## config.mk

```make
export PLATFORM = sky130hd
export DESIGN_NAME = cache_miss_controller
export DESIGN_NICKNAME = d
export VERILOG_FILES = /design/src/rtl/cache_miss_controller.sv
export SDC_FILE = /design/constraint.sdc
export NUM_CORES = 1
export LEC_CHECK = 0
export CORE_UTILIZATION = 42
export DETAILED_ROUTE_END_ITERATION = 16
export HOLD_SLACK_MARGIN = 0.03
export PLACE_DENSITY = 0.85
export SETUP_SLACK_MARGIN = 0.05
export SKIP_CTS_REPAIR_TIMING = 1
export SYNTH_ARGS = -nofsm -noshare
export SYNTH_HDL_FRONTEND = slang
export SYNTH_SLANG_ARGS = --single-unit
export TNS_END_PERCENT = 20
```

## constraint.sdc

```tcl
create_clock -name clk -period 2.12 [get_ports clk]
set_input_delay 0.424 -clock clk [delete_from_list [all_inputs] [get_ports clk]]
set_output_delay 0.424 -clock clk [all_outputs]
set_load 0.05 [all_outputs]
```

## src/rtl/cache_miss_controller.sv

```systemverilog
// Miss sequencer between a CPU block port, a direct-mapped cache and a line-wide memory.
// Write-through / write-allocate; define CACHE_CTRL_STATS_EN to add hit/miss counters.
module cache_miss_controller #(
  parameter int unsigned BLOCK_SIZE             = 4,
  parameter int unsigned NUM_OF_BLOCKS_PER_LINE = 2,
  parameter int unsigned NUM_OF_CACHE_LINES     = 4,
  parameter int unsigned ADDRESS_SIZE           = 16
) (
  input  logic                                         clk,
  input  logic                                         rst_n,
  input  logic                                         cpu_req,
  input  logic                                         cpu_we,
  input  logic [ADDRESS_SIZE-1:0]                      cpu_addr,
  input  logic [BLOCK_SIZE-1:0]                        cpu_wdata,
  output logic [BLOCK_SIZE-1:0]                        cpu_rdata,
  output logic                                         cpu_done,
  output logic                                         cpu_err,
  output logic                                         read,
  output logic                                         write,
  output logic                                         write_line,
  output logic [ADDRESS_SIZE-1:0]                      address,
  output logic [BLOCK_SIZE-1:0]                        data_i,
  output logic [BLOCK_SIZE*NUM_OF_BLOCKS_PER_LINE-1:0] line_i,
  input  logic [BLOCK_SIZE-1:0]                        data_o,
  input  logic                                         hit,
  input  logic                                         miss,
  output logic                                         mem_req,
  output logic                                         mem_we,
  output logic [ADDRESS_SIZE-1:0]                      mem_addr,
  output logic [BLOCK_SIZE-1:0]                        mem_wdata,
  input  logic [BLOCK_SIZE*NUM_OF_BLOCKS_PER_LINE-1:0] mem_rdata,
`ifdef CACHE_CTRL_STATS_EN
  output logic [15:0]                                  hit_count,
  output logic [15:0]                                  miss_count,
`endif
  input  logic                                         mem_ack
);

  localparam int unsigned BoffW = $clog2(NUM_OF_BLOCKS_PER_LINE);
  // Clears the block-offset bits so refills fetch the whole line.
  localparam logic [ADDRESS_SIZE-1:0] LineMask = ~ADDRESS_SIZE'((64'd1 << BoffW) - 64'd1);

  if (NUM_OF_CACHE_LINES == 0) begin : g_bad_cfg
    $error("NUM_OF_CACHE_LINES must be non-zero");
  end

  typedef enum logic [2:0] {
    StIdle, StLookup, StCheck, StRefill, StFill, StWthru, StDone
  } state_e;

  state_e                    state;
  logic                      op_we;
  logic [ADDRESS_SIZE-1:0]   op_addr;
  logic [BLOCK_SIZE-1:0]     op_wdata;
  logic                      retry;

  always_ff @(posedge clk or negedge rst_n) begin
    if (!rst_n) begin
      state     <= StIdle;
      op_we     <= 1'b0;
      op_addr   <= '0;
      op_wdata  <= '0;
      retry     <= 1'b0;
      cpu_rdata <= '0;
      cpu_err   <= 1'b0;
      line_i    <= '0;
`ifdef CACHE_CTRL_STATS_EN
      hit_count  <= '0;
      miss_count <= '0;
`endif
    end else begin
      unique case (state)
        StIdle: begin
          if (cpu_req) begin
            op_we    <= cpu_we;
            op_addr  <= cpu_addr;
            op_wdata <= cpu_wdata;
            retry    <= 1'b0;
            state    <= StLookup;
          end
        end
        StLookup: state <= StCheck;
        StCheck: begin
          // Miss wins when the cache reports both.
          if (miss) begin
            if (retry) begin
              cpu_err <= 1'b1;
              state   <= StDone;
            end else begin
              state <= StRefill;
            end
          end else if (hit) begin
            if (!op_we) cpu_rdata <= data_o;
            state <= op_we ? StWthru : StDone;
          end
        end
        StRefill: begin
          if (mem_ack) begin
            line_i <= mem_rdata;
            state  <= StFill;
          end
        end
        StFill: begin
          retry <= 1'b1;
          state <= StLookup;
        end
        StWthru: if (mem_ack) state <= StDone;
        StDone: begin
          cpu_err <= 1'b0;
          state   <= StIdle;
        end
        default: state <= StIdle;
      endcase
`ifdef CACHE_CTRL_STATS_EN
      if (state == StCheck) begin
        if (miss) begin
          if (miss_count != 16'hFFFF) miss_count <= miss_count + 16'd1;
        end else if (hit) begin
          if (hit_count != 16'hFFFF) hit_count <= hit_count + 16'd1;
        end
      end
`endif
    end
  end

  assign read       = (state == StLookup) && !op_we;
  assign write      = (state == StLookup) && op_we;
  assign write_line = (state == StFill);
  assign mem_req    = (state == StRefill) || (state == StWthru);
  assign mem_we     = (state == StWthru);
  assign cpu_done   = (state == StDone);
  assign address    = op_addr;
  assign data_i     = op_wdata;
  assign mem_wdata  = op_wdata;
  assign mem_addr   = mem_we ? op_addr : (op_addr & LineMask);

endmodule
```

Word-level counts from Yosys, hierarchy flattened

Cells that the tools add are included.

Shifts and indexed selects: 0
Multiply operators: 0
Bitwise operators: 2
Add/subtract/negate cells: 0
Muxes and demuxes: 14
Reductions and logical operators: 13
Divide/modulo/power cells: 0
Equal/unequal tests: 12
$lt $le $gt $ge: 0

Operators by type and width:

| cell                                           | count |
|---|---|
| two-way mux 3 bit                              | 6 |
| one-hot mux 3 bit (6 select lines)             | 1 |
| == test 3 bit (second input constant)          | 3 |
| != test 2 bit (second input constant)          | 4 |
| AND reduction 4 bit                            | 2 |
| == test 3 x 2 -> 1 bit (second input constant) | 2 |
| AND reduction 2 bit                            | 3 |
| two-way mux 1 bit                              | 4 |
| one-hot mux 1 bit (2 select lines)             | 2 |
| nonzero test 2 bit                             | 2 |
| == test 3 x 1 -> 1 bit (second input constant) | 1 |
| zero test 3 bit                                | 1 |
| != test 3 bit (second input constant)          | 1 |
| AND reduction 3 bit                            | 1 |
| logical AND 1 bit                              | 2 |
| two-way mux 2 bit                              | 1 |
| != test 2 x 1 -> 1 bit (second input constant) | 1 |
| inverter 1 bit                                 | 2 |
| zero test 1 bit                                | 1 |
| logical OR 1 bit                               | 1 |

Input bits: 39
Logic and storage cells: 49
Memories kept: 0
RAM bits: 0
Bits in read-only memories: 0
Bits in latches: 0
Register bits: 38

Longest topological paths before layout

Depth after elaboration: 4
Depth in mapped cells: 5

Least setup slack after synthesis

No wires, ideal clock.

Path type: reg2out
Start point: reg state[1]
End point: out read
Arrival time: 1.888 ns
Path buffers: 1
Cell stages (with the launch flop): 4
Path slack: -0.192 ns
Required time: 1.696 ns
Cells stage by stage: dfrtp_1 > buf_6 > and2b_1 > nor3b_1

Longest elaborated chain between the ends: 2

Ends and longest elaborated chain:

| what                   | line | text |
|---|---|---|
| from (decl)            | 51   | `state_e state;` |
| from (signal assigned) | 59   | `state <= StIdle;` |
| from (signal assigned) | 79   | `state <= StLookup;` |
| from (signal assigned) | 82   | `StLookup: state <= StCheck;` |
| == test 3 x 1 -> 1 bit | 126  | `assign read = (state == StLookup) && !op_we;` |
| logical AND 1 bit      | 126  |  |
| to (decl)              | 18   | `output logic read,` |

Every way passes these cells.

Worst setup path in the final report

Start point: reg op_addr[0], in the netlist address[0]
End point: out address[0]

RTL lines:

| what                   | line | text |
|---|---|---|
| from (decl)            | 53   | `logic [ADDRESS_SIZE-1:0] op_addr;` |
| from (signal assigned) | 76   | `op_addr <= cpu_addr;` |
| to (decl)              | 21   | `output logic [ADDRESS_SIZE-1:0] address,` |

No word-level cell between the ends.

==> results.sh <==
export IMPL_layout_drive_gt1_share=0.262
export IMPL_first_pass_iters=4
export IMPL_synth_top_area_frac=0.516
export IMPL_synth_distinct_cells=33
export IMPL_max_freq_ghz=0.513
export IMPL_post_dp_hpwl_um=3160
export IMPL_slowest_stage="clkdlybuf4s50_1"
export IMPL_die_h_um=68.2
export IMPL_die_w_um=68.2
export IMPL_hp_class="input port to async pin"
export IMPL_clk_pin_slew_worst_paths_ns=0.07
export IMPL_cp_slowest_stage_delay_ns=0.83
export IMPL_cts_sinks=38
export IMPL_rsz0062_at_grt="false"
export IMPL_design_area_mm2=0.00288
export IMPL_slew_headroom=0.653
export IMPL_rows=23
export IMPL_clock_root_buffer="clkbuf_8"
export IMPL_synth_compound_gate_area_share=0.0435
export IMPL_syn_inst=130
export IMPL_ys_top_cells_by_area="dfrtp_1 52%, mux2_4 15%, mux2_2 8.6%"
export IMPL_clk_latency_ns=0.29
export IMPL_start_util=0.448
export IMPL_synth_mux_area_frac=0.240
export IMPL_async_flop_share=1.00
export IMPL_yosys_area_share_adder=0
export IMPL_drt_antenna_violating_nets=0
export IMPL_grt_ovfl_total=0
export IMPL_final_nets=252
export IMPL_wirelength_um=4110
export IMPL_synth_simple_area_share=0.0842
export IMPL_path_max_fanout=3
export IMPL_startpoint_type="flop"
export IMPL_tightestPinTransition_ns=0.519
export IMPL_cts_tree="built"
export IMPL_setup_viol=0
export IMPL_synthFlopType="dfrtp_1"
export IMPL_place_area_mm2=0.00277
export IMPL_gp_congestion=0.729
export IMPL_synth_seq_cells=38
export IMPL_dieArea_mm2=0.00465
export IMPL_critPathArrivalTime_ns=1.53
export IMPL_synth_top_family_by_area="multiplexers"
export IMPL_synth_xor_area_frac=0
export IMPL_cts_buffers=5
export IMPL_ys_top_cells_by_count="38 x dfrtp_1, 19 x buf_4, 19 x mux2_4"
export IMPL_vias=1250
export IMPL_cp_required_ns=1.70
export IMPL_syn_area_mm2=0.00184
export IMPL_clock_skew_ns=0.00932
export IMPL_wl_per_cell_um=15.6
export IMPL_synth_area_per_cell_um2=14.2
export IMPL_path_buf_inv=1
export IMPL_drv_cap=0
export IMPL_grt_pass1_wl_um=5840
export IMPL_yosys_warnings=0
export IMPL_antenna_found_initial=0
export IMPL_crit_path_end_kind="output port"
export IMPL_grt_pass1_vias=1234
export IMPL_ys_seq_area_frac=0.516
export IMPL_synth_enable_flop_cells=0
export IMPL_route_detailed_drc=0
export IMPL_status="complete, no violations"
export IMPL_period_share=0.920
export IMPL_synth_top_area_cell="dfrtp_1"
export IMPL_area_growth_pct=56.3
export IMPL_grt_usage=0.182
export IMPL_crit_family="buffers and inverters"
export IMPL_hold_viol=0
export IMPL_core_area_mm2=0.00412
export IMPL_final_max_slew_viol_count=0
export IMPL_n_antenna_cell=0
export IMPL_io_pins=98
export IMPL_vias_per_cell=4.73
export IMPL_grt_max_degree=39
export IMPL_htreeDepth=2
export IMPL_yosysMostFrequentCell="dfrtp_1"
export IMPL_path_cells="clkdlybuf4s50_1"
export IMPL_drt_iter0_drc=69
export IMPL_worst_setup_path_type="flop to output port"
export IMPL_finalCriticalPeriod_ns=1.95
export IMPL_port_buffers=97
export IMPL_cts_buffer_depth=2
export IMPL_synthesis_nets=169
[cells in the final DEF (no fill, tap or decap), types with 3 or more instances in the layout]
cell type,Yosys,layout
mux2_2,14,14
clkdlybuf4s50_1,0,89
buf_12,2,8
nor2_1,3,3
clkbuf_8,0,5
dfrtp_1,38,38
mux2_4,19,19
[routing by layer]
metal | global-route usage | routed length (µm) | share of wire
met5 | 0 | 0 | 0
met4 | 0.0547 | 36 | 0.0088
met3 | 0.0933 | 372 | 0.091
met2 | 0.311 | 2100 | 0.51
met1 | 0.193 | 1600 | 0.39
[per-stage QoR]
step,worst slack [ns],utilization,hold slack [ns],TNS [ns],instances
floorplan,-0.182,-,0.128,-0.182,130
global placement,0.182,0.673,0.482,0,256
detailed placement,0.153,0.673,0.492,0,256
CTS,0.122,0.699,0.183,0,264
global route,0.0804,0.699,0.199,0,264
finish,0.170,0.699,0.167,0,264
[kinds of logic (layout without fill, tap and decap cells)]
| logic type | after synthesis | in the layout |
|---|---|---|
| flip-flops | 38 | 38 |
| AND/OR/NAND/NOR | 22 | 22 |
| buffers and inverters | 25 | 109 |
| AO/OA/AOI/OAI | 12 | 12 |
| multiplexers | 33 | 33 |
[worst paths after layout]
check / from / endpoint / slack, ns / depth (start not counted)
max: address[0] / address[0] / 0.17 / 1
min in group clk: cpu_err / cpu_err / 0.50 / 2
max reg2reg: state[0] / data_i[0] / 0.48 / 4
min reg2reg: cpu_err / cpu_err / 0.50 / 2
max in group asynchronous: rst_n / cpu_rdata[2] / 1.61 / 2
min: rst_n / address[14] / 0.17 / 2
[layout make-up]
cell class	instances	area, µm²
multi-input combinational	67	683
timing repair buffer	100	1070
clock buffer	7	76.3
clock inverter	1	30.0
inverter	1	3.75
sequential	38	951
fill	308	1240
tap	50	62.6
[registers in the layout, indices dropped and copies added (netlist names)]
| signal | count |
|---|---|
| cpu_rdata | 4 |
| op_we | 1 |
| address | 16 |
| line_i | 8 |
| state | 3 |
| data_i | 4 |
| retry | 1 |
| cpu_err | 1 |
Power is left out: the tool's default activity adds up to more than one toggle a clock period on the data nets, which glitch-free logic cannot reach.
